===== src/rtl/touch_pkg.sv =====
// Shared types and constants for the touch gesture controller.
// Optional long-press support is controlled by TOUCH_GESTURE_LONG_PRESS_EN.
package touch_pkg;

  // Gesture FSM states
  typedef enum logic [2:0] {
    IDLE     = 3'd0,
    ARM1     = 3'd1,
    ARM2     = 3'd2,
    HOLD     = 3'd3,
    WAIT_REL = 3'd4
  } state_t;

  // Event codes presented on evt_code
  localparam logic [1:0] EVT_SINGLE1 = 2'd0;
  localparam logic [1:0] EVT_SINGLE2 = 2'd1;
  localparam logic [1:0] EVT_BOTH    = 2'd2;
  localparam logic [1:0] EVT_LONG    = 2'd3;

  // Default timing in clock cycles
  localparam int unsigned DEF_DEB_CYCLES  = 50000;
  localparam int unsigned DEF_WIN_CYCLES  = 5000000;
  localparam int unsigned DEF_HOLD_CYCLES = 2500000;
  localparam int unsigned DEF_LONG_CYCLES = 100000000;

  // Counter width for a cycle budget, never narrower than one bit
  function automatic int unsigned cnt_w(input int unsigned n);
    return (n > 1) ? $clog2(n) : 1;
  endfunction

endpackage


===== src/rtl/touch_debounce.sv =====
// Two-flop synchroniser followed by a stable-level debounce counter.
module touch_debounce
  import touch_pkg::*;
#(
  parameter int unsigned DEB_CYCLES = DEF_DEB_CYCLES
) (
  input  logic clk,
  input  logic rst,
  input  logic raw,
  output logic level
);

  localparam int unsigned DW = cnt_w(DEB_CYCLES);

  logic          sync1;
  logic          sync2;
  logic [DW-1:0] cnt;

  // Bring the asynchronous sensor into the clock domain
  always_ff @(posedge clk or negedge rst) begin
    if (!rst) begin
      sync1 <= 1'b0;
      sync2 <= 1'b0;
    end else begin
      sync1 <= raw;
      sync2 <= sync1;
    end
  end

  // Toggle the clean level only after the synced input has disagreed long enough
  always_ff @(posedge clk or negedge rst) begin
    if (!rst) begin
      cnt   <= '0;
      level <= 1'b0;
    end else if (sync2 == level) begin
      cnt <= '0;
    end else if (cnt == DW'(DEB_CYCLES - 1)) begin
      cnt   <= '0;
      level <= ~level;
    end else begin
      cnt <= cnt + DW'(1);
    end
  end

endmodule


===== src/rtl/touch_gesture_ctrl.sv =====
// Two-sensor touch gesture classifier with a single-entry event buffer.
// Define TOUCH_GESTURE_LONG_PRESS_EN to add the LONG event after a BOTH hold.
module touch_gesture_ctrl
  import touch_pkg::*;
#(
  parameter int unsigned DEB_CYCLES  = DEF_DEB_CYCLES,
  parameter int unsigned WIN_CYCLES  = DEF_WIN_CYCLES,
  parameter int unsigned HOLD_CYCLES = DEF_HOLD_CYCLES,
  parameter int unsigned LONG_CYCLES = DEF_LONG_CYCLES
) (
  input  logic       clk,
  input  logic       rst,
  input  logic       touch1,
  input  logic       touch2,
  output logic       evt_valid,
  input  logic       evt_ready,
  output logic [1:0] evt_code,
  output logic       evt_drop,
  output logic       touched,
  output logic [2:0] state_dbg
);

  localparam int unsigned WIN_W  = cnt_w(WIN_CYCLES);
  localparam int unsigned HOLD_W = cnt_w(HOLD_CYCLES);

  logic db1, db2, db1_q, db2_q;
  logic rise1, rise2, fall1, fall2;

  state_t            state, state_n;
  logic [WIN_W-1:0]  win_cnt, win_cnt_n;
  logic [HOLD_W-1:0] hold_cnt, hold_cnt_n;
  logic              emit_c;
  logic [1:0]        emit_code_c;

`ifdef TOUCH_GESTURE_LONG_PRESS_EN
  localparam int unsigned LONG_W = cnt_w(LONG_CYCLES);
  logic              long_arm, long_arm_n;
  logic [LONG_W-1:0] long_cnt, long_cnt_n;
`else
  logic unused_long;
  assign unused_long = (LONG_CYCLES == 0) | (emit_code_c == EVT_LONG);
`endif

  touch_debounce #(.DEB_CYCLES(DEB_CYCLES)) u_deb1 (
    .clk   (clk),
    .rst   (rst),
    .raw   (touch1),
    .level (db1)
  );

  touch_debounce #(.DEB_CYCLES(DEB_CYCLES)) u_deb2 (
    .clk   (clk),
    .rst   (rst),
    .raw   (touch2),
    .level (db2)
  );

  // Registered edges of the debounced levels and the both-touched level
  always_ff @(posedge clk or negedge rst) begin
    if (!rst) begin
      db1_q   <= 1'b0;
      db2_q   <= 1'b0;
      rise1   <= 1'b0;
      rise2   <= 1'b0;
      fall1   <= 1'b0;
      fall2   <= 1'b0;
      touched <= 1'b0;
    end else begin
      db1_q   <= db1;
      db2_q   <= db2;
      rise1   <= db1 & ~db1_q;
      rise2   <= db2 & ~db2_q;
      fall1   <= ~db1 & db1_q;
      fall2   <= ~db2 & db2_q;
      touched <= db1 & db2;
    end
  end

  // FSM state and gesture counters
  always_ff @(posedge clk or negedge rst) begin
    if (!rst) begin
      state    <= IDLE;
      win_cnt  <= '0;
      hold_cnt <= '0;
`ifdef TOUCH_GESTURE_LONG_PRESS_EN
      long_arm <= 1'b0;
      long_cnt <= '0;
`endif
    end else begin
      state    <= state_n;
      win_cnt  <= win_cnt_n;
      hold_cnt <= hold_cnt_n;
`ifdef TOUCH_GESTURE_LONG_PRESS_EN
      long_arm <= long_arm_n;
      long_cnt <= long_cnt_n;
`endif
    end
  end

  // Gesture classification; emit_c marks the deciding cycle
  always_comb begin
    state_n     = state;
    win_cnt_n   = win_cnt;
    hold_cnt_n  = hold_cnt;
    emit_c      = 1'b0;
    emit_code_c = EVT_SINGLE1;
`ifdef TOUCH_GESTURE_LONG_PRESS_EN
    long_arm_n  = long_arm;
    long_cnt_n  = long_cnt;
`endif
    case (state)
      IDLE: begin
        if (rise1 && rise2) begin
          state_n    = HOLD;
          hold_cnt_n = '0;
        end else if (rise1) begin
          state_n   = ARM1;
          win_cnt_n = '0;
        end else if (rise2) begin
          state_n   = ARM2;
          win_cnt_n = '0;
        end
      end
      ARM1: begin
        if (fall1) begin
          emit_c      = 1'b1;
          emit_code_c = EVT_SINGLE1;
          state_n     = WAIT_REL;
        end else if (rise2) begin
          state_n    = HOLD;
          hold_cnt_n = '0;
        end else if (win_cnt == WIN_W'(WIN_CYCLES - 1)) begin
          emit_c      = 1'b1;
          emit_code_c = EVT_SINGLE1;
          state_n     = WAIT_REL;
        end else begin
          win_cnt_n = win_cnt + WIN_W'(1);
        end
      end
      ARM2: begin
        if (fall2) begin
          emit_c      = 1'b1;
          emit_code_c = EVT_SINGLE2;
          state_n     = WAIT_REL;
        end else if (rise1) begin
          state_n    = HOLD;
          hold_cnt_n = '0;
        end else if (win_cnt == WIN_W'(WIN_CYCLES - 1)) begin
          emit_c      = 1'b1;
          emit_code_c = EVT_SINGLE2;
          state_n     = WAIT_REL;
        end else begin
          win_cnt_n = win_cnt + WIN_W'(1);
        end
      end
      HOLD: begin
        if (fall1 || fall2) begin
          state_n = WAIT_REL;
        end else if (hold_cnt == HOLD_W'(HOLD_CYCLES - 1)) begin
          emit_c      = 1'b1;
          emit_code_c = EVT_BOTH;
          state_n     = WAIT_REL;
`ifdef TOUCH_GESTURE_LONG_PRESS_EN
          long_arm_n  = 1'b1;
          long_cnt_n  = '0;
`endif
        end else begin
          hold_cnt_n = hold_cnt + HOLD_W'(1);
        end
      end
      WAIT_REL: begin
`ifdef TOUCH_GESTURE_LONG_PRESS_EN
        if (long_arm) begin
          if (fall1 || fall2) begin
            long_arm_n = 1'b0;
          end else if (long_cnt == LONG_W'(LONG_CYCLES - 1)) begin
            emit_c      = 1'b1;
            emit_code_c = EVT_LONG;
            long_arm_n  = 1'b0;
          end else begin
            long_cnt_n = long_cnt + LONG_W'(1);
          end
        end
`endif
        if (!db1 && !db2) begin
          state_n = IDLE;
`ifdef TOUCH_GESTURE_LONG_PRESS_EN
          long_arm_n = 1'b0;
`endif
        end
      end
      default: state_n = IDLE;
    endcase
  end

  assign state_dbg = state;

  // Single-entry event buffer; a new event while full and stalled is dropped
  always_ff @(posedge clk or negedge rst) begin
    if (!rst) begin
      evt_valid <= 1'b0;
      evt_code  <= 2'd0;
      evt_drop  <= 1'b0;
    end else begin
      evt_drop <= 1'b0;
      if (emit_c) begin
        if (!evt_valid || evt_ready) begin
          evt_valid <= 1'b1;
          evt_code  <= emit_code_c;
        end else begin
          evt_drop <= 1'b1;
        end
      end else if (evt_ready) begin
        evt_valid <= 1'b0;
      end
    end
  end

endmodule


===== config.mk =====
export PLATFORM = sky130hd
export DESIGN_NAME = touch_gesture_ctrl
export DESIGN_NICKNAME = d
export VERILOG_FILES = /design/src/rtl/touch_pkg.sv /design/src/rtl/touch_debounce.sv /design/src/rtl/touch_gesture_ctrl.sv
export SDC_FILE = /design/constraint.sdc
export NUM_CORES = 1
export LEC_CHECK = 0
export BUFFER_PORTS_ARGS = -buffer_cell sky130_fd_sc_hd__buf_2
export CAP_MARGIN = 20
export CORE_UTILIZATION = 49
export CTS_BUF_LIST = sky130_fd_sc_hd__clkbuf_8 sky130_fd_sc_hd__clkbuf_16
export DETAILED_ROUTE_END_ITERATION = 8
export GPL_ROUTABILITY_DRIVEN = 0
export PLACE_DENSITY_LB_ADDON = 0.08
export RECOVER_POWER = 100
export SETUP_SLACK_MARGIN = 0.05
export SLEW_MARGIN = 10
export SYNTH_ARGS = -nofsm -noshare
export SYNTH_HDL_FRONTEND = slang
export SYNTH_SLANG_ARGS = --single-unit

===== constraint.sdc =====
create_clock -name clk -period 2.27 [get_ports clk]
set_input_delay 0.1135 -clock clk [delete_from_list [all_inputs] [get_ports clk]]
set_output_delay 0.1135 -clock clk [all_outputs]
set_load 0.02 [all_outputs]

==> results_tabular.tex, run 1 <==
\begin{tabular}{lr}
\hline
Metric & Value \\
\hline
\multicolumn{2}{l}{\textbf{Outcome}} \\
Outcome & finished clean \\
\multicolumn{2}{l}{\textbf{Critical path}} \\
Critical-path maximum fanout & 24 \\
Worst Setup End Kind & register \\
Endpoint required time on the critical path & $\sim$2500 ps \\
Endpoint arrival time on the critical path & roughly 2400 ps \\
Critical path class & register to register \\
Launching element type of the critical path & register \\
\multicolumn{2}{l}{\textbf{Synthesis}} \\
Synthesized area divided by synthesized cell count & just under 10 um\^{}2 \\
Post-synthesis cell type with the largest combined area & dfrtp\_1 \\
Proportion of synthesized flip-flops having asynchronous set or reset & 1.00 \\
Cells after Synth & between 500 and 600 \\
Post-synth cell types & 60 \\
Most frequent cells after synthesis & 97 x dfrtp\_1, 62 x nor2\_1, 37 x nand2\_1, 35 x nand3\_1, 26 x nand4\_1 \\
Number of synthesized register bits & 97 \\
Number of synthesized flops with an enable pin & 0 \\
Portion of the post-synthesis area used by sequential elements & 0.485 \\
Netlist area before placement & 5000 um\^{}2 \\
Most common flop cell mapped by yosys & dfrtp\_1 \\
Share of Yosys cell area claimed by the top area cell type & 0.485 \\
Most frequent cell after synthesis & dfrtp\_1 \\
YS warnings & 0 \\
Number of nets produced by synthesis & 529 \\
Largest cells by area after synthesis & dfrtp\_1 49\%, nor2\_1 4.7\%, xnor2\_1 4.2\%, xor2\_1 3.9\%, nand3\_1 3.5\% \\
\multicolumn{2}{l}{\textbf{Floorplan}} \\
Die Ht & between 100 and 150 um \\
Number of I/O pins & 13 \\
Die width & a little over 100 um \\
Number of rows created at floorplan & 36 \\
Die Footprint & between 10000 and 15000 um\^{}2 \\
Core region area & about 9800 um\^{}2 \\
Initial standard-cell utilization of the core & 0.510 \\
\multicolumn{2}{l}{\textbf{Clock network}} \\
Number of clock buffers inserted by TritonCTS & 9 \\
Number of levels in the clock H-tree & 3 \\
Clock sinks & slightly below 100 \\
Maximum buffer depth of the clock tree & 2 \\
CTS Root Buffer Type & clkbuf\_8 \\
Clk slew on worst S/H paths & 100 ps \\
CTS tree & done \\
Clk Latency, worst-skew pair & 370 ps \\
\multicolumn{2}{l}{\textbf{Power}} \\
Register share of total power & 0.603 \\
Switching share of total power & 0.249 \\
Internal Power & between 2 and 2.5 mW \\
Switching pwr & roughly 700 uW \\
Relative contribution of the clock network to total power & 0.373 \\
Leak & around 2.3 nW \\
Combinational power share & 0.024 \\
Maximum resistive drop on vdd & between 0.0003 and 0.0004 V \\
Total power per unit cell area & about 520 nW/um\^{}2 \\
\multicolumn{2}{l}{\textbf{Final layout}} \\
Final std cells w/o fill & slightly below 700 \\
Area overhead of the layout relative to synthesis & 11.0\% \\
Count of antenna diodes in the layout & 0 \\
Post-route core utilization & 0.566 \\
Count of nets after finishing & between 500 and 600 \\
Share of final-layout standard cells stronger than drive strength 1 & 0.105 \\
\multicolumn{2}{l}{\textbf{STA}} \\
Slew Limit Fails & 0 \\
RSZ-0062 raised after global routing & yes \\
Final hold violations & 0 \\
Final Setup Violations & 0 \\
Worst slew margin & 0.267 \\
Share of the cycle needed by the critical path after routing & 0.957 \\
Setup TNS & 0 ps \\
Minimum clock period after layout & 2170 ps \\
Fmax & $\sim$0.46 GHz \\
Final worst clock skew & 5.86 ps \\
Transition at the pin with the smallest max-transition slack & about 1100 ps \\
\multicolumn{2}{l}{\textbf{Route}} \\
Router iterations before antenna repair & 4 \\
Vias after detailed routing & approximately 3900 \\
Final wirelength & between 10000 and 15000 um \\
Drt first-iter violations & between 100 and 150 \\
Remaining antenna violation count & 0 \\
Per-cell routed wire length & roughly 15 um \\
Via-to-Cell Ratio & between 5 and 6 \\
Number of DRC violations after detailed routing & 0 \\
\multicolumn{2}{l}{\textbf{Global route}} \\
Number of global-route vias before repair & approximately 3600 \\
Initial antenna violation count & 0 \\
Global-route wire length before repair & between 15000 and 20000 um \\
Total global routing track utilization & 0.210 \\
Total congestion overflow & 0 \\
Pin count of the biggest net entering global routing & 58 \\
\multicolumn{2}{l}{\textbf{Placed design}} \\
I/O Buffers & 12 \\
Placed Cells incl. Taps & approximately 670 \\
Half-perimeter wire length after detailed placement & approximately 7000 um \\
\multicolumn{2}{l}{\textbf{Min path}} \\
Worst min path class & register to register \\
\multicolumn{2}{l}{\textbf{Job}} \\
Max\_cap viols & 0 \\
\hline
\end{tabular}
[metrics by stage]
stage | power, mW | hold WS, ps | setup WS (ps) | instance area [um^2]
after floorplan | 1.80 | -182 | 145 | 5000
after global placement | 1.85 | 141 | 135 | 5320
after detailed placement | 1.85 | 152 | 121 | 5320
after CTS | 2.94 | 267 | 109 | 5550
after global routing | 3.03 | 357 | 13.1 | 5560
final | 2.90 | 357 | 96.9 | 5560
[what timing repair did]
item	4_1_cts	5_1_grt
endpoints found under the hold margin	43	0
gates resized for setup	0	6
hold buffers	4	0
endpoints found under the setup margin	0	11
buffers inserted	0	3
[power by group through the flow]
stage | Combinational [mW] | Clock, mW | Sequential [mW]
global route | 0.0823 | 1.19 | 1.75
finish | 0.0703 | 1.08 | 1.75
global placement | 0.0676 | 0 | 1.78
detailed placement | 0.0696 | 0 | 1.78
CTS | 0.0748 | 1.12 | 1.75
floorplan | 0.0217 | 0 | 1.78
[cell usage in the layout (no fill, tap or decap), drive strengths merged, types with 11 or more instances in the layout]
cell / synthesis / final
a21oi: 20 / 20
buf: 10 / 24
clkbuf: 8 / 22
dfrtp: 97 / 97
inv: 13 / 17
nand2: 38 / 39
nand3: 35 / 35
nand4: 26 / 26
nor2: 64 / 64
nor3: 18 / 18
nor4: 11 / 11
o21ai: 21 / 21
o31ai: 14 / 14
or3: 11 / 11
or4: 18 / 18
xnor2: 24 / 24
xor2: 23 / 23
[flip-flops by register name (all words and copies together) (netlist names), 2 cells and up]
name and flops:
win_cnt 23, u_deb2.cnt 16, u_deb1.cnt 16, state_dbg 3
evt_code 2, hold_cnt 22
[routing by layer]
metal / global-route usage / routed length [um]
met5: 0 / 0
met3: 0.0339 / 240
met4: 0.0910 / 182
met2: 0.327 / 4810
met1: 0.290 / 5000
[kinds of logic (layout without fill, tap and decap cells)]
logic type	Yosys count	after routing	share of synthesized area
simple gates	264	265	0.291
flops	97	97	0.485
compound gates	75	75	0.0953
xor+xnor	47	47	0.0837
buf+inv	31	70	0.0302
fa+ha+maj	4	4	0.0100
mux	2	2	0.00450
[final cells by class]
cell class / instances / area (um^2)
timing repair buffer: 41 / 293
clock buffer: 9 / 124
inverter: 13 / 48.8
clock inverter: 7 / 60.1
multi-input combinational: 393 / 2440
sequential: 97 / 2430
tap: 133 / 166
fill: 902 / 4260
[path summary, 6_finish.rpt]
| kind | start | endpoint | slack [ps] | cells after the start |
|---|---|---|---|---|
| max | win_cnt[6]$_DFFE_PN0P_ | win_cnt[7]$_DFFE_PN0P_ | 100 | 6 |
| min | u_deb2.sync1$_DFF_PN0_ | u_deb2.sync2$_DFF_PN0_ | 360 | 0 |
| max reg2reg | win_cnt[6]$_DFFE_PN0P_ | win_cnt[7]$_DFFE_PN0P_ | 100 | 6 |
| min reg2reg | u_deb2.sync1$_DFF_PN0_ | u_deb2.sync2$_DFF_PN0_ | 360 | 0 |
| max in group asynchronous | rst | hold_cnt[13]$_DFFE_PN0P_ | 930 | 3 |
| min in group asynchronous | rst | u_deb1.cnt[12]$_DFF_PN0_ | 470 | 2 |
[worst max-delay path, stage by stage (launching register included)]
cell	delay [ps]
dfrtp_1	440
or4_4	560
nor4_4	300
clkbuf_4	190
and3_4	320
o311ai_0	160
o41ai_1	90
Power figures use the tool's default switching activity.
==> inputs of run 2 (changes only) <==
clock period = 2.4 ns   (was 2.27 ns; I/O delays follow)
==> run 2 against run 1 <==
  * Worst setup slack improved by 70 ps
  * Clock-buffer cell count rose by 1
  * Clock skew rose by 12 ps
  * Via count fell by 0.97%
  * Non-clock buffer count fell by 10
  * Cell area fell by 1.5%
  * Wire length fell by 0.68%
  * Die area did not move
  * Final cell count fell by 1.4%
  * Sequential share of layout area rose by 0.66 points
  * Critical path depth fell by 1
  * First-iteration DRC count rose by 7.1%
  * Critical path type unchanged
  * Critical endpoint unchanged
==> results_tabular.tex, run 2 (synthesized netlist as in run 1, its figures left out) <==
\begin{tabular}{lr}
\hline
Metric & Value \\
\hline
\multicolumn{2}{l}{\textbf{Placed design}} \\
Minimum setup slack after placement & 194 ps (+72.5 ps) \\
Half-perimeter wire length after detailed placement & 6830 um (-1.9\%) \\
I/O Buffers & 12 (unchanged) \\
\multicolumn{2}{l}{\textbf{STA}} \\
Final Setup Violations & 0 (unchanged) \\
Minimum clock period after layout & 2230 ps (+59.7 ps) \\
Setup TNS & 0 ps (unchanged) \\
Fmax & 0.448 GHz (-2.7\%) \\
Transition at the pin with the smallest max-transition slack & 1230 ps (+125 ps) \\
Share of the cycle needed by the critical path after routing & 0.930 (-0.0270) \\
Final worst clock skew & 17.9 ps (+12.0 ps) \\
RSZ-0062 raised after global routing & no \\
Post-route setup slack & 167 ps (+70.3 ps) \\
Worst slew margin & 0.183 (-0.0837) \\
Final hold violations & 0 (unchanged) \\
Slew Limit Fails & 0 (unchanged) \\
\multicolumn{2}{l}{\textbf{Clock network}} \\
Number of levels in the clock H-tree & 3 (unchanged) \\
Number of clock buffers inserted by TritonCTS & 9 (unchanged) \\
Number of buffers inserted to repair setup after CTS & 0 (unchanged) \\
Clk Latency, worst-skew pair & 390 ps (+20 ps) \\
CTS Root Buffer Type & clkbuf\_8 \\
Clock sinks & 97 (unchanged) \\
Maximum buffer depth of the clock tree & 2 (unchanged) \\
Clk slew on worst S/H paths & 100 ps (about the same) \\
CTS tree & done \\
\multicolumn{2}{l}{\textbf{Global route}} \\
Met3 demand-to-capacity share in global routing & 0.0556 (+0.0217) \\
Global-route wire length before repair & 16600 um (-2.7\%) \\
Initial antenna violation count & 0 (unchanged) \\
Met2 Resource Use GR & 0.327 (unchanged) \\
Number of global-route vias before repair & 3447 (-3.8\%) \\
Top Usage Layer GRT & met2 \\
Total congestion overflow & 0 (unchanged) \\
Pin count of the biggest net entering global routing & 51 (-12\%) \\
Met1 layer usage reported by global route & 0.266 (-0.0244) \\
Total global routing track utilization & 0.204 (-0.00547) \\
\multicolumn{2}{l}{\textbf{Route}} \\
Final wirelength & 10200 um (-0.68\%) \\
Per-cell routed wire length & 14.9 um (+0.77\%) \\
Via-to-Cell Ratio & 5.66 (+0.48\%) \\
Vias after detailed routing & 3864 (-0.97\%) \\
Router iterations before antenna repair & 6 (+2) \\
Number of DRC violations after detailed routing & 0 (unchanged) \\
Remaining antenna violation count & 0 (unchanged) \\
Drt first-iter violations & 150 (+7.1\%) \\
\multicolumn{2}{l}{\textbf{Final layout}} \\
Commonest cells after routing, fill and taps aside & 97 x dfrtp\_1, 62 x nor2\_1, 39 x nand2\_1 \\
Largest register FFs & 23 (unchanged) \\
Commonest non-fill, non-tap cell in the layout & dfrtp\_1 \\
Area overhead of the layout relative to synthesis & 9.35\% \\
Top reg by flops & win\_cnt \\
Count of antenna diodes in the layout & 0 (unchanged) \\
Share of final-layout standard cells stronger than drive strength 1 & 0.0836 (-0.0217) \\
Count of nets after finishing & 554 (-1.8\%) \\
Top flop regs & win\_cnt (23), hold\_cnt (22) \\
\multicolumn{2}{l}{\textbf{Floorplan}} \\
Number of I/O pins & 13 (unchanged) \\
Die Ht & 103 um (unchanged) \\
Die Footprint & 10600 um\^{}2 (unchanged) \\
Initial standard-cell utilization of the core & 0.510 (unchanged) \\
Die width & 103 um (unchanged) \\
Core region area & 9820 um\^{}2 (unchanged) \\
Number of rows created at floorplan & 36 (unchanged) \\
\multicolumn{2}{l}{\textbf{Critical path}} \\
Crit-path cells & or4\_1, nor4\_4, and3\_2, o311ai\_0, o41ai\_1 \\
Critical path class & register to register \\
Endpoint arrival time on the critical path & 2500 ps (+60 ps) \\
Maximum single-stage delay on the critical path & 570 ps (about the same) \\
Kind of cell adding the most delay to the critical path & simple AND/OR/NAND/NOR gates \\
Critical-path maximum fanout & 24 (unchanged) \\
Highest-delay cell along the critical path & or4\_1 \\
Worst Setup End Kind & register \\
Endpoint required time on the critical path & 2670 ps (+130 ps) \\
Combined buffer and inverter count along the critical path & 0 (-1) \\
Launching element type of the critical path & register \\
\multicolumn{2}{l}{\textbf{Power}} \\
Leak & 2.26 nW (-2.4\%) \\
Total power per unit cell area & 507 nW/um\^{}2 (-2.8\%) \\
Maximum resistive drop on vdd & 0.000434 V (+28\%) \\
\multicolumn{2}{l}{\textbf{Min path}} \\
Worst min path class & register to register \\
\multicolumn{2}{l}{\textbf{Job}} \\
Max\_cap viols & 0 (unchanged) \\
\multicolumn{2}{l}{\textbf{Outcome}} \\
Outcome & finished clean \\
\hline
\end{tabular}
run 2: cell count changes in the layout (fill, tap and decap cells not counted), moves of 2 or more:
cell	before	now
clkbuf_4	3	1
or4_1	16	18
buf_2	6	4
or4_4	2	0
buf_4	16	10
run 2: path summary, 6_finish.rpt:
check	start	endpoint	slack [ps]	cells after the start
min in group asynchronous	rst	u_deb1.cnt[9]$_DFF_PN0_	530	2
max in group asynchronous	rst	win_cnt[0]$_DFFE_PN0P_	490	3
max reg2reg	win_cnt[13]$_DFFE_PN0P_	win_cnt[7]$_DFFE_PN0P_	170	5
min reg2reg	u_deb2.sync1$_DFF_PN0_	u_deb2.sync2$_DFF_PN0_	360	0
max	win_cnt[13]$_DFFE_PN0P_	win_cnt[7]$_DFFE_PN0P_	170	5
min	u_deb2.sync1$_DFF_PN0_	u_deb2.sync2$_DFF_PN0_	360	0
run 2: final cells by class:
type / count / area (um^2)
fill: 914 / 4350
timing repair buffer: 31 / 206
tap: 133 / 166
clock inverter: 6 / 56.3
inverter: 13 / 48.8
clock buffer: 10 / 138
multi-input combinational: 393 / 2430
sequential: 97 / 2430
run 2: worst reg2reg max path: stages (launching register included):
cell	delay [ps]
dfrtp_1	450
or4_1	570
nor4_4	330
and3_2	490
o311ai_0	190
o41ai_1	90
run 2: timing repair:
| item | in CTS | in global routing |
|---|---|---|
| endpoints found under the hold margin | 53 | 0 |
| gates resized for setup | 0 | 1 |
| endpoints found under the setup margin | 0 | 3 |
| hold buffers | 4 | 0 |
run 2: where the power goes:
group	switching, mW	internal, mW	total [mW]
registers	0.00914	1.64	1.65
logic	0.0467	0.0163	0.0630
clock network	0.631	0.429	1.06
total	0.687	2.09	2.78
run 2: stage by stage:
stage	power (mW)	std cells	instance area, um^2	hold slack, ps	utilization
final	2.78	683	5470	357	0.557
after global routing	2.89	683	5470	355	0.557
after CTS	2.83	682	5500	320	0.560
after detailed placement	1.75	662	5270	193	0.537
after global placement	1.75	662	5270	184	0.537
after floorplan	1.70	520	5000	-176	-
run 2: layer usage:
layer  vias up  wire [um]
li1       1948          -
met4         0        139
met2        61       4800
met5         -          0
met3        14        347
met1      1841       4890
==> inputs of run 3 (changes only) <==
SYNTH_HIERARCHICAL = 1   (was default)
==> run 3 against run 2 <==
  * Via count rose by 6.2%
  * Sequential cell count unchanged
  * Core utilization shrank 1.4 points
  * Synthesized cell count is 5.6% higher
  * Combinational power about the same
  * Worst setup slack lost 25 ps
  * Clock-buffer cell count shrank 1
  * Die area grew 6.6%
  * Total power fell by 1.1%
  * Critical path depth is 1 lower
  * Sequential power hardly changed
  * Wire length up 3.6%
==> results_tabular.tex, run 3 <==
\begin{tabular}{lr}
\hline
Metric & Value \\
\hline
\multicolumn{2}{l}{\textbf{Outcome}} \\
Outcome & finished clean \\
\multicolumn{2}{l}{\textbf{Synthesis}} \\
Number of synthesized register bits & 97 (unchanged) \\
Number of synthesized flops with an enable pin & 0 (unchanged) \\
YS warnings & 6 (+6) \\
Post-synthesis cell type with the largest combined area & dfrtp\_1 \\
Share of Yosys cell area claimed by the top area cell type & 0.454 (-0.0306) \\
Netlist area before placement & 5340 um\^{}2 (+6.7\%) \\
Portion of the post-synthesis area used by sequential elements & 0.454 (-0.0306) \\
Largest cells by area after synthesis & dfrtp\_1 45\%, o31ai\_1 3.8\%, nand2\_1 3.6\%, nor2\_1 3.4\%, xnor2\_1 3.3\% \\
Most frequent cells after synthesis & 97 x dfrtp\_1, 51 x nand2\_1, 48 x nor2\_1, 28 x nand3\_1, 27 x o31ai\_1 \\
Post-synth cell types & 62 (+3.3\%) \\
Proportion of synthesized flip-flops having asynchronous set or reset & 1.00 (unchanged) \\
Cells after Synth & 549 (+5.6\%) \\
Number of nets produced by synthesis & 558 (+5.5\%) \\
Synthesized area divided by synthesized cell count & 9.73 um\^{}2 (+1.1\%) \\
Most common flop cell mapped by yosys & dfrtp\_1 \\
Most frequent cell after synthesis & dfrtp\_1 \\
\multicolumn{2}{l}{\textbf{Clock network}} \\
Number of levels in the clock H-tree & 3 (unchanged) \\
CTS Root Buffer Type & clkbuf\_8 \\
Clk slew on worst S/H paths & 90 ps (about the same) \\
Clk Latency, worst-skew pair & 360 ps (-30 ps) \\
Maximum buffer depth of the clock tree & 2 (unchanged) \\
CTS tree & done \\
Number of buffers inserted to repair setup after CTS & 0 (unchanged) \\
Number of clock buffers inserted by TritonCTS & 9 (unchanged) \\
Clock sinks & 97 (unchanged) \\
\multicolumn{2}{l}{\textbf{Critical path}} \\
Maximum single-stage delay on the critical path & 610 ps (+40 ps) \\
Launching element type of the critical path & register \\
Highest-delay cell along the critical path & dfrtp\_1 \\
Worst Setup End Kind & register \\
Critical-path maximum fanout & 15 (-38\%) \\
Endpoint arrival time on the critical path & 2510 ps (about the same) \\
Endpoint required time on the critical path & 2650 ps (-20 ps) \\
Crit-path cells & nand3b\_2, or3\_1, or2\_0, a311o\_1 \\
Critical path class & register to register \\
\multicolumn{2}{l}{\textbf{Global route}} \\
Global-route wire length before repair & 18300 um (+11\%) \\
Total congestion overflow & 0 (unchanged) \\
Initial antenna violation count & 0 (unchanged) \\
Number of global-route vias before repair & 3830 (+11\%) \\
Pin count of the biggest net entering global routing & 56 (+9.8\%) \\
Total global routing track utilization & 0.200 (-0.00388) \\
\multicolumn{2}{l}{\textbf{Power}} \\
Total power per unit cell area & 483 nW/um\^{}2 (-4.8\%) \\
Switching pwr & 612 uW (-11\%) \\
Combinational power share & 0.023 (about the same) \\
Maximum resistive drop on vdd & 0.000441 V (+1.6\%) \\
Switching share of total power & 0.223 (-0.0246) \\
Relative contribution of the clock network to total power & 0.374 (-0.008) \\
Leak & 2.25 nW (-0.57\%) \\
Register share of total power & 0.603 (+0.007) \\
Internal Power & 2.13 mW (+2.1\%) \\
\multicolumn{2}{l}{\textbf{Floorplan}} \\
Die Footprint & 11300 um\^{}2 (+6.6\%) \\
Die width & 106 um (+3.2\%) \\
Core region area & 10500 um\^{}2 (+6.5\%) \\
Die Ht & 106 um (+3.2\%) \\
Initial standard-cell utilization of the core & 0.511 (+0.000840) \\
Number of rows created at floorplan & 37 (+2.8\%) \\
Number of I/O pins & 13 (unchanged) \\
\multicolumn{2}{l}{\textbf{Final layout}} \\
Area overhead of the layout relative to synthesis & 6.44\% \\
Count of antenna diodes in the layout & 0 (unchanged) \\
Share of final-layout standard cells stronger than drive strength 1 & 0.101 (+0.0176) \\
Final std cells w/o fill & 709 (+3.8\%) \\
Largest register FFs & 23 (unchanged) \\
Count of nets after finishing & 578 (+4.3\%) \\
Commonest cells after routing, fill and taps aside & 96 x dfrtp\_1, 51 x nand2\_1, 48 x nor2\_1 \\
Commonest non-fill, non-tap cell in the layout & dfrtp\_1 \\
Top reg by flops & win\_cnt \\
Top flop regs & win\_cnt (23), hold\_cnt (22) \\
\multicolumn{2}{l}{\textbf{Route}} \\
Number of DRC violations after detailed routing & 0 (unchanged) \\
Router iterations before antenna repair & 4 (-2) \\
Via-to-Cell Ratio & 5.79 (+2.3\%) \\
Vias after detailed routing & 4104 (+6.2\%) \\
Remaining antenna violation count & 0 (unchanged) \\
Drt first-iter violations & 258 (+72\%) \\
Per-cell routed wire length & 14.9 um (-0.18\%) \\
Final wirelength & 10500 um (+3.6\%) \\
\multicolumn{2}{l}{\textbf{STA}} \\
Worst slew margin & 0.283 (+0.100) \\
Transition at the pin with the smallest max-transition slack & 1080 ps (-150 ps) \\
RSZ-0062 raised after global routing & no \\
Final worst clock skew & 6.83 ps (-11.0 ps) \\
Share of the cycle needed by the critical path after routing & 0.941 (+0.0103) \\
Final hold violations & 0 (unchanged) \\
Final Setup Violations & 0 (unchanged) \\
Minimum clock period after layout & 2260 ps (+24.7 ps) \\
Setup TNS & 0 ps (unchanged) \\
Slew Limit Fails & 0 (unchanged) \\
Worst Hold Margin & 158 ps (-199 ps) \\
Post-route setup slack & 143 ps (-24.7 ps) \\
Fmax & 0.443 GHz (-1.1\%) \\
\multicolumn{2}{l}{\textbf{Placed design}} \\
Half-perimeter wire length after detailed placement & 7160 um (+4.8\%) \\
Placed Cells incl. Taps & 691 (+4.4\%) \\
Minimum setup slack after placement & 204 ps (+10.6 ps) \\
I/O Buffers & 12 (unchanged) \\
\multicolumn{2}{l}{\textbf{Min path}} \\
Worst min path class & input pin to register \\
\multicolumn{2}{l}{\textbf{Job}} \\
Max\_cap viols & 0 (unchanged) \\
\hline
\end{tabular}
run 3: changes by cell type after synthesis, moves of 8 or more:
cell / before / now
nand2_1: 37 / 51
nor2_1: 62 / 48
o31ai_1: 14 / 27
mux2i_1: 0 / 11
nor4_1: 8 / 19
or3_1: 11 / 2
xor2_1: 22 / 13
or4_2: 0 / 8
run 3: critical path, delay by kind of cell (launching register included):
kind            cells  cell delay, ps
flops               1             610
simple gates        3            1130
compound gates      1             410
run 3: routing by layer:
metal | GRT usage | share of wire | up-vias
met4 | 0.0546 | 0.011 | 0
met2 | 0.317 | 0.45 | 54
li1 | - | - | 2069
met1 | 0.281 | 0.51 | 1971
met5 | 0 | 0 | -
met3 | 0.0386 | 0.029 | 10
run 3: what timing repair did:
action	CTS	global route
hold buffers	3	0
resized for setup	0	1
endpoints found under the setup margin	0	9
endpoints found under the hold margin	44	0
run 3: worst paths after layout:
check	slack, ps	startpoint	endpoint	depth (start not counted)
min in group asynchronous	480	rst	hold_cnt[17]$_DFFE_PN0P_	2
worst min-delay path	160	evt_ready	evt_drop$_DFF_PN0_	3
worst max-delay path	140	state_dbg[0]$_DFFE_PN0P_	state_dbg[2]$_DFFE_PN0P_	4
worst min register to register	350	u_deb1/sync1$_DFF_PN0_	u_deb1/sync2$_DFF_PN0_	0
max in group asynchronous	500	rst	state_dbg[1]$_DFFE_PN0P_	3
worst max register to register	140	state_dbg[0]$_DFFE_PN0P_	state_dbg[2]$_DFFE_PN0P_	4
run 3: power by group through the flow:
stage	sequential [mW]	combinational, mW	clock [mW]
final	1.66	0.0627	1.03
after global routing	1.66	0.0757	1.11
after CTS	1.66	0.0702	1.07
after detailed placement	1.69	0.0662	0
after global placement	1.69	0.0654	0
after floorplan	1.69	0.0240	0
run 3: cell families (layout without fill, tap and decap cells):
logic type                 count (synthesis)  in the layout  share of synthesized area
muxes                                     13             13                     0.0262
DFF                                       97             97                      0.454
AOI/OAI and AO/OA                         89             89                      0.115
xor gates and xnor gates                  33             33                     0.0541
adders and majority gates                  4              4                    0.00937
buffers and inverters                     42             66                     0.0461
and+or+nand+nor                          271            271                      0.294
run 3: stage by stage:
stage	total power, mW	area [um^2]	util
after floorplan	1.71	5340	-
after global placement	1.75	5570	0.533
after detailed placement	1.75	5570	0.533
after CTS	2.80	5790	0.553
after global routing	2.85	5690	0.543
final	2.74	5690	0.543
run 3: area by class of cell:
class	count	area, um^2
fill	976	4780
multi-input combinational	410	2610
sequential	97	2430
timing repair buffer	32	219
tap	136	170
clock buffer	9	124
inverter	19	71.3
clock inverter	6	61.3
